<file path="config.mk">
export PLATFORM = sky130hd
export DESIGN_NAME = dmem_mmio_flat
export DESIGN_NICKNAME = d
export VERILOG_FILES = /design/src/rtl/dmem_mmio_if.sv /design/src/rtl/dmem_mmio.sv /design/src/flat_wrapper.sv
export SDC_FILE = /design/constraint.sdc
export NUM_CORES = 2
export LEC_CHECK = 0
export ABC_AREA = 1
export BUFFER_PORTS_ARGS = -buffer_cell sky130_fd_sc_hd__buf_4
export CAP_MARGIN = 25
export CORE_ASPECT_RATIO = 1.5
export CORE_UTILIZATION = 35
export DETAILED_ROUTE_END_ITERATION = 10
export PLACE_DENSITY = 0.46
export SLEW_MARGIN = 0
export SYNTH_ARGS = -nofsm -noshare
export SYNTH_HDL_FRONTEND = slang
export SYNTH_SLANG_ARGS = --single-unit
</file>
<file path="constraint.sdc">
create_clock -name clk -period 5.4 [get_ports clk]
set_input_delay 0.81 -clock clk [delete_from_list [all_inputs] [get_ports clk]]
set_output_delay 0.81 -clock clk [all_outputs]
set_load 0.02 [all_outputs]
</file>
<file path="src/rtl/dmem_mmio_if.sv">
// -----------------------------------------------------------------------------
// dmem_mmio_if
// Data-port bus between the 8-bit core and the data memory / MMIO block.
//   memwrite  : write strobe from the core
//   addr      : byte address (core aluout)
//   writedata : store data
//   readdata  : load data, combinational from addr
// Modports: master (core side), slave (memory side).
// -----------------------------------------------------------------------------
interface dmem_mmio_if #(
  parameter int DWIDTH = 8
);
  logic              memwrite;
  logic [DWIDTH-1:0] addr;
  logic [DWIDTH-1:0] writedata;
  logic [DWIDTH-1:0] readdata;

  modport master (
    output memwrite,
    output addr,
    output writedata,
    input  readdata
  );

  modport slave (
    input  memwrite,
    input  addr,
    input  writedata,
    output readdata
  );
endinterface

</file>
<file path="src/rtl/dmem_mmio.sv">
// -----------------------------------------------------------------------------
// dmem_mmio
// Data-side memory for the 8-bit single-cycle CPU: 240-byte RAM, GPIO block
// and an optional down-counting timer with a sticky interrupt flag.
//
// Ports:
//   clk        : system clock, all state updates on the rising edge
//   reset      : synchronous, active-high; beats any same-cycle write
//   bus        : dmem_mmio_if.slave (memwrite, addr, writedata, readdata)
//   gpio_in    : asynchronous inputs, 2-flop synchronized
//   gpio_out   : registered output port
//   timer_irq  : timer FLAG
//
// Memory map: 0x00-0xEF RAM, 0xF0 GPIO_OUT, 0xF1 GPIO_IN, 0xF2 TIMER_CTRL
// ({FLAG,00000,AUTO,EN}), 0xF3 TIMER_LOAD, 0xF4 TIMER_COUNT, rest reads 0.
//
// Build option: define DMEM_TIMER_EN to include the timer. Without it
// 0xF2-0xF4 read 0, ignore writes, and timer_irq is tied low.
// -----------------------------------------------------------------------------
module dmem_mmio #(
  parameter int DWIDTH   = 8,
  parameter int PRESCALE = 4
) (
  input  logic       clk,
  input  logic       reset,
  dmem_mmio_if.slave bus,
  input  logic [7:0] gpio_in,
  output logic [7:0] gpio_out,
  output logic       timer_irq
);

  localparam logic [7:0] ADDR_GPIO_OUT = 8'hF0;
  localparam logic [7:0] ADDR_GPIO_IN  = 8'hF1;
  localparam logic [7:0] ADDR_CTRL     = 8'hF2;
  localparam logic [7:0] ADDR_LOAD     = 8'hF3;
  localparam logic [7:0] ADDR_COUNT    = 8'hF4;

  logic [7:0] addr8;
  logic [7:0] wdata8;
  logic [7:0] rdata;

  assign addr8  = bus.addr[7:0];
  assign wdata8 = bus.writedata[7:0];

  // ---------------------------------------------------------------- RAM
  // Combinational read, so a small distributed array rather than block RAM.
  logic [7:0] ram [0:239];
  logic       wr_ram;

  assign wr_ram = bus.memwrite && (addr8 < ADDR_GPIO_OUT);

  always_ff @(posedge clk) begin
    if (!reset && wr_ram) begin
      ram[addr8] <= wdata8;
    end
  end

  // ---------------------------------------------------------------- GPIO
  logic [7:0] gpio_out_q;
  logic [7:0] sync1_q;
  logic [7:0] sync2_q;

  always_ff @(posedge clk) begin
    if (reset) begin
      gpio_out_q <= 8'h00;
      sync1_q    <= 8'h00;
      sync2_q    <= 8'h00;
    end else begin
      sync1_q <= gpio_in;
      sync2_q <= sync1_q;
      if (bus.memwrite && addr8 == ADDR_GPIO_OUT) begin
        gpio_out_q <= wdata8;
      end
    end
  end

  assign gpio_out = gpio_out_q;

`ifdef DMEM_TIMER_EN
  // ---------------------------------------------------------------- Timer
  localparam logic [7:0] PRESC_MAX = 8'(PRESCALE - 1);

  logic       en_q, en_d;
  logic       auto_q, auto_d;
  logic       flag_q, flag_d;
  logic [7:0] load_q, load_d;
  logic [7:0] count_q, count_d;
  logic [7:0] presc_q, presc_d;
  logic       tick;
  logic       flag_set;
  logic       wr_ctrl;
  logic       wr_load;
  logic [4:0] unused_ctrl_bits;

  assign tick             = en_q && (presc_q == PRESC_MAX);
  assign flag_set         = tick && (count_q == 8'h00);
  assign wr_ctrl          = bus.memwrite && addr8 == ADDR_CTRL;
  assign wr_load          = bus.memwrite && addr8 == ADDR_LOAD;
  assign unused_ctrl_bits = wdata8[6:2];

  // Timer events first, then register writes override them so that the
  // written values win every same-cycle collision. The flag set is applied
  // last so it beats a W1C in the same cycle.
  always_comb begin
    en_d    = en_q;
    auto_d  = auto_q;
    flag_d  = flag_q;
    load_d  = load_q;
    count_d = count_q;
    presc_d = presc_q;

    if (en_q) begin
      presc_d = tick ? 8'h00 : presc_q + 8'h01;
    end

    if (tick) begin
      if (count_q != 8'h00) begin
        count_d = count_q - 8'h01;
      end else if (auto_q) begin
        count_d = load_q;
      end else begin
        en_d = 1'b0;
      end
    end

    if (wr_ctrl) begin
      en_d   = wdata8[0];
      auto_d = wdata8[1];
      // Only a 0->1 enable restarts the prescaler; rewriting EN=1 does not.
      if (wdata8[0] && !en_q) begin
        presc_d = 8'h00;
      end
      if (wdata8[7]) begin
        flag_d = 1'b0;
      end
    end

    if (wr_load) begin
      load_d  = wdata8;
      count_d = wdata8;
      presc_d = 8'h00;
    end

    if (flag_set) begin
      flag_d = 1'b1;
    end
  end

  always_ff @(posedge clk) begin
    if (reset) begin
      en_q    <= 1'b0;
      auto_q  <= 1'b0;
      flag_q  <= 1'b0;
      load_q  <= 8'h00;
      count_q <= 8'h00;
      presc_q <= 8'h00;
    end else begin
      en_q    <= en_d;
      auto_q  <= auto_d;
      flag_q  <= flag_d;
      load_q  <= load_d;
      count_q <= count_d;
      presc_q <= presc_d;
    end
  end

  assign timer_irq = flag_q;
`else
  assign timer_irq = 1'b0;
`endif

  // ---------------------------------------------------------------- Read mux
  always_comb begin
    rdata = 8'h00;
    if (addr8 < ADDR_GPIO_OUT) begin
      rdata = ram[addr8];
    end else begin
      case (addr8)
        ADDR_GPIO_OUT: rdata = gpio_out_q;
        ADDR_GPIO_IN:  rdata = sync2_q;
`ifdef DMEM_TIMER_EN
        ADDR_CTRL:     rdata = {flag_q, 5'b00000, auto_q, en_q};
        ADDR_LOAD:     rdata = load_q;
        ADDR_COUNT:    rdata = count_q;
`endif
        default:       rdata = 8'h00;
      endcase
    end
  end

  assign bus.readdata = DWIDTH'(rdata);

endmodule
</file>
<file path="src/flat_wrapper.sv">
// flat-port wrapper written by rule: the top's interface ports become plain ports
module dmem_mmio_flat 
#(
  parameter int DWIDTH   = 8,
  parameter int PRESCALE = 4
)
  (clk, reset, gpio_in, gpio_out, timer_irq, bus_memwrite, bus_addr, bus_writedata, bus_readdata);
  dmem_mmio_if #(.DWIDTH(DWIDTH)) bus_i ();
  input  logic clk;
  input  logic reset;
  input  logic [7:0] gpio_in;
  output logic [7:0] gpio_out;
  output logic timer_irq;
  input wire logic [$bits(bus_i.memwrite)-1:0] bus_memwrite;
  input wire logic [$bits(bus_i.addr)-1:0] bus_addr;
  input wire logic [$bits(bus_i.writedata)-1:0] bus_writedata;
  output wire logic [$bits(bus_i.readdata)-1:0] bus_readdata;
  assign bus_i.memwrite = bus_memwrite;
  assign bus_i.addr = bus_addr;
  assign bus_i.writedata = bus_writedata;
  assign bus_readdata = bus_i.readdata;
  dmem_mmio #(.DWIDTH(DWIDTH), .PRESCALE(PRESCALE)) u_core (.clk(clk), .reset(reset), .bus(bus_i), .gpio_in(gpio_in), .gpio_out(gpio_out), .timer_irq(timer_irq));
endmodule
</file>
# ---- Word level (Yosys, flattened, before mapping)
# Memory sizes are Yosys's and may differ from the RTL's.
# Index checks and enable logic that the tools add are counted.
dict set report word_totals {
  word_cells 15
  ramBits 1920
  output_inout_bits 17
  reg_bits 24
  mem_count 1
  input_bits 27
}
dict set report op_classes {
  mux 4
  n_eq_ne 2
  order_cmp 1
  reduce_logical 4
}
# memory words word_bits read_ports rd_ports_with_merged_regs wr line_no
set mem_list {}
lappend mem_list {u_core.ram 240 8 1 0 1 dmem_mmio.sv:47} ;# logic [7:0] ram [0:239];
# op count
set ops {}
lappend ops {{== test 8 bit (second input constant)} 2}
lappend ops {{case mux 8 bit (2 select lines)} 1}
lappend ops {{less-than comparator 8 bit (second input constant)} 1}
lappend ops {{two-way mux 8 bit} 1}
lappend ops {{logical AND 1 bit} 3}
lappend ops {{two-way mux 1 bit} 2}
lappend ops {{zero test 1 bit} 1}

# ---- Longest topological paths before layout
dict set report depth {
  word_depth 5
  ltp_mapped 19
  mapped_depth_nobuf 15
}

# ---- Worst setup path before layout
# OpenSTA, ideal clock, no wires.
dict set report synth_timing {
  path_type {input -> output}
  from {input bus_addr[0]}
  to {output bus_readdata[7]}
  arrival_time_ns 2.404
  cell_stages 14
  path_slack_ns 2.186
  required_time_ns 4.590
  cell_sequence {buf_4 nor2_4 buf_2 clkbuf_1 nand2_1 nand4_1 nand2_1 nand2_1 o21ai_0 nand3_1 nand2_1 nand2_1 nor2_1 nor2_1}
}
dict set report synth_via {
  elab_chain_cells 3
  elab_cells_between_ends 6
  cone_classes {1 x order compare; 2 x eq/ne; 2 x mux; 1 x memory}
}
# element line_no
set synth_lines {}
lappend synth_lines {{from (decl)} flat_wrapper.sv:15} ;# input wire logic [$bits(bus_i.addr)-1:0] bus_addr;
lappend synth_lines {{branches (longest 2 deep; another with memory (240 x 8 bit))} -}
lappend synth_lines {{two-way mux 8 bit (*)} dmem_mmio.sv:175} ;# if (addr8 < ADDR_GPIO_OUT) begin
lappend synth_lines {{to (decl)} flat_wrapper.sv:17} ;# output wire logic [$bits(bus_i.readdata)-1:0] bus_readdata;
# Mark *: on every way between the ends.

# ---- Worst setup path after layout
dict set report layout_timing {
  from {input bus_addr[0]}
  to {output bus_readdata[1]}
}
# The elaborated chain is that of the path after synthesis.

==> metrics.txt <==
outcome finished clean; clock-pin slew on the worst setup and hold paths 0.06 ns; total routing usage reported by global routing 0.221; clock share of power 0.419; vertical die dimension 577 µm; nets 6857; # IOs 44; layout cell share with drive strength beyond 1 0.107; Switch Pwr 7160 µW; first-pass GRT wire length 355 mm; final HPWL from detailed placement 153 mm; Critical Path RT 4.59 ns; most frequent cells in the layout sky130_fd_sc_hd__nand2_1, sky130_fd_sc_hd__edfxtp_1, sky130_fd_sc_hd__nor2_1; Tightest Pin Transition 0.992 ns; sequential share of power 0.523; Detailed Routing Iterations Pass 1 5; critical-path cell with the highest stage delay sky130_fd_sc_hd__nor2_4; Cell Pwr Density 356 nW/µm²; peak supply drop 269 µV; Total Power 31800 µW; Multi-input gate area 17100 µm²; number of register bits inferred by synthesis 1944; htree depth 4; routed vias 49768; maxcap violations 0; width of the die 385 µm; Rows 210; Slew Limit Fails 0; internal reg-to-reg setup slack 4.69 ns; Setup violations, final 0; fraction of the yosys area taken by sequential cells 0.754; peak clock frequency supported by timing 188 MHz; number of warnings reported in the yosys synthesis log 0; cell area after technology mapping 77100 µm²; Total Routed Length 247 mm; crit end category primary output; setup repair after global routing missed its margin no; cell internal power dissipation 24600 µW; end point of the critical path bus_readdata[1]; crit path kind in2out; Final min period 5.32 ns; Overflow after GRT 0; final worst hold slack 0.176 ns; antenna-violating nets left 0; number of cell instances on the worst register-to-register path 2; Iteration-0 DRC Markers 4001; clock net sink count 1944; Critical Path Source Type primary input; Synthesized Nets 6530; hold_sp gpio_in[7]; Final Util 0.408; Most Frequent Cell on Critical Path sky130_fd_sc_hd__nand2_1; maximum count of clock buffers along a single path 4; most frequent standard cell in the layout excluding fill and tap cells sky130_fd_sc_hd__nand2_1; area of the core 219000 µm²; Gate Count Post-Synth 6503; part of the cycle the worst path needs 0.985; average instance area after synthesis 11.8 µm²; via count of the first global-routing pass 49513; starting density of the core 0.352; final weighted congestion in routability-driven placement 0.829; Reg2Reg Launch Point u_core.gpio_out[3]$_SDFFE_PP0P_; combinational group share of total power 0.059; total die area 222000 µm²; highest fanout seen on the critical path 40; Net Sw Frac 0.226; count of buffers from port buffering 42; pin count of the biggest net entering global routing 131; number of buffers created by CTS 192; class of the worst hold path in2reg; peak per-stage delay on the critical path 0.69 ns; clock tree from TritonCTS yes; filler instances 20855; total leakage power 0.0324 µW; footprint of the flip-flops and latches 58100 µm²; number of remaining DRC errors 0; CTS root buffer sky130_fd_sc_hd__clkbuf_16; worst slew slack as a fraction of its limit 0.338; critical register-to-register path endpoint u_core.gpio_out[3]$_SDFFE_PP0P_; Arr. time, crit path 4.51 ns; synthesis-to-finish area growth 15.8%; cells resized by post-CTS repair 0; Clock Skew 0.00495 ns; cell-by-cell listing of the critical path buf_8 -> inv_8 -> nor2_4 -> buf_12 -> buf_4 -> nand2_1 -> nand4_1 -> nand2_1 -> nand2_1 -> nor2_1 -> nor2_1 -> nor2_1 -> nand2_1 -> nand2_1 -> nand2_1 -> nor2_1 -> buf_4 -> nor2_1 -> buf_4; unique cell type count in the Yosys netlist 25; Clk Latency, worst-skew pair 0.83 ns; number of antenna violations at the first check in global routing 13; post-CTS setup buffers 0; number of endpoints with negative hold slack in the final report 0; routed wirelength normalized by instance count 25.1 µm; vias per cell 5.06; worst setup path startpoint bus_addr[0]
## cells by family (layout without fill, tap and decap cells)
logic type,after synthesis,after routing,share of synthesized area
and+or+nand+nor,3935,3936,0.201
DFF,1944,1944,0.754
other,1,4,0.0000487
AOI/OAI and AO/OA,230,230,0.0200
buffers and inverters,393,860,0.0241
## worst min-delay path by stage
stage,to,slack (ns),cells past startpoint
after floorplan,u_core.sync2_q[0]$_SDFF_PP0_,0.39,2
after global placement,u_core.sync2_q[1]$_SDFF_PP0_,0.39,2
after detailed placement,u_core.sync2_q[2]$_SDFF_PP0_,0.39,2
after CTS,u_core.sync1_q[3]$_SDFF_PP0_,0.13,3
after global routing,u_core.sync1_q[6]$_SDFF_PP0_,0.17,3
final,u_core.sync1_q[7]$_SDFF_PP0_,0.18,3
## power groups by stage
stage	Sequential, µW	Clock (µW)	Combinational [µW]
after floorplan	16900	0	852
after global placement	16900	0	1890
after detailed placement	16900	0	1890
after CTS	16600	13500	1900
after global routing	16600	14000	2010
final	16600	13300	1870
## flip-flops by register name (all words and copies together), names as in the netlist
| name | count |
|---|---|
| u_core.gpio_out | 8 |
| u_core.sync1_q | 8 |
| u_core.sync2_q | 8 |
| u_core.ram | 1920 |
## synthesized netlist by cell type
cell	count	area, µm²
sky130_fd_sc_hd__buf_6	11	124
sky130_fd_sc_hd__a22oi_1	144	1080
sky130_fd_sc_hd__a211oi_1	3	22.5
sky130_fd_sc_hd__nand4_1	253	1580
sky130_fd_sc_hd__o21ai_0	37	185
sky130_fd_sc_hd__buf_2	177	886
sky130_fd_sc_hd__clkinv_1	8	30.0
sky130_fd_sc_hd__o21ai_1	16	80.1
sky130_fd_sc_hd__inv_2	7	26.3
sky130_fd_sc_hd__nor2_2	2	12.5
sky130_fd_sc_hd__nand3_1	69	345
sky130_fd_sc_hd__edfxtp_1	1920	57700
sky130_fd_sc_hd__buf_4	20	150
sky130_fd_sc_hd__buf_1	34	128
sky130_fd_sc_hd__inv_1	47	176
sky130_fd_sc_hd__dfxtp_1	24	480
sky130_fd_sc_hd__clkbuf_1	88	330
sky130_fd_sc_hd__nand2_1	3086	11600
sky130_fd_sc_hd__nand2_2	1	6.26
sky130_fd_sc_hd__conb_1	1	3.75
sky130_fd_sc_hd__nor2_1	521	1960
sky130_fd_sc_hd__inv_4	1	6.26
sky130_fd_sc_hd__a221oi_1	5	43.8
sky130_fd_sc_hd__nor2_4	3	33.8
sky130_fd_sc_hd__a21oi_1	25	125
## metal layers
metal / GRT usage / share of wire / routed length [µm] / vias up
met1: 0.273 / 0.40 / 99900 / 25146
met3: 0.0219 / 0.042 / 10400 / 393
met5: 0 / 0.00025 / 61 / -
li1: - / - / - / 22910
met2: 0.399 / 0.52 / 129000 / 1309
met4: 0.0724 / 0.034 / 8420 / 10
## critical path, delay by kind of cell
kind | cells | cell delay [ns]
simple gates | 13 | 2.30
buf+inv | 6 | 1.28
## layout make-up
class,count,share of cell area
Multi-Input combinational cell,4167,0.192
Timing Repair Buffer,462,0.0463
Tap cell,2862,0.0401
Inverter,63,0.00290
Antenna cell,3,0.0000841
Clock buffer,242,0.0571
Sequential cell,1944,0.651
Clock inverter,93,0.0104
## through the flow
stage | instances | worst slack, ns | cell area [µm²] | TNS, ns
floorplan | 6503 | 2.19 | 77100 | 0
global placement | 9497 | -0.0898 | 83200 | -0.147
detailed placement | 9497 | -0.0486 | 83200 | -0.0486
CTS | 9833 | 0.0649 | 89200 | 0
global route | 9834 | 0.0294 | 89200 | 0
finish | 9836 | 0.0800 | 89200 | 0
## repair_timing
item / CTS / global route
endpoints found under the hold margin: 0 / 0
endpoints found under the setup margin: 1 / 0
hold buffers: 0 / 0
Note: power is estimated with default switching activity, not from simulation.
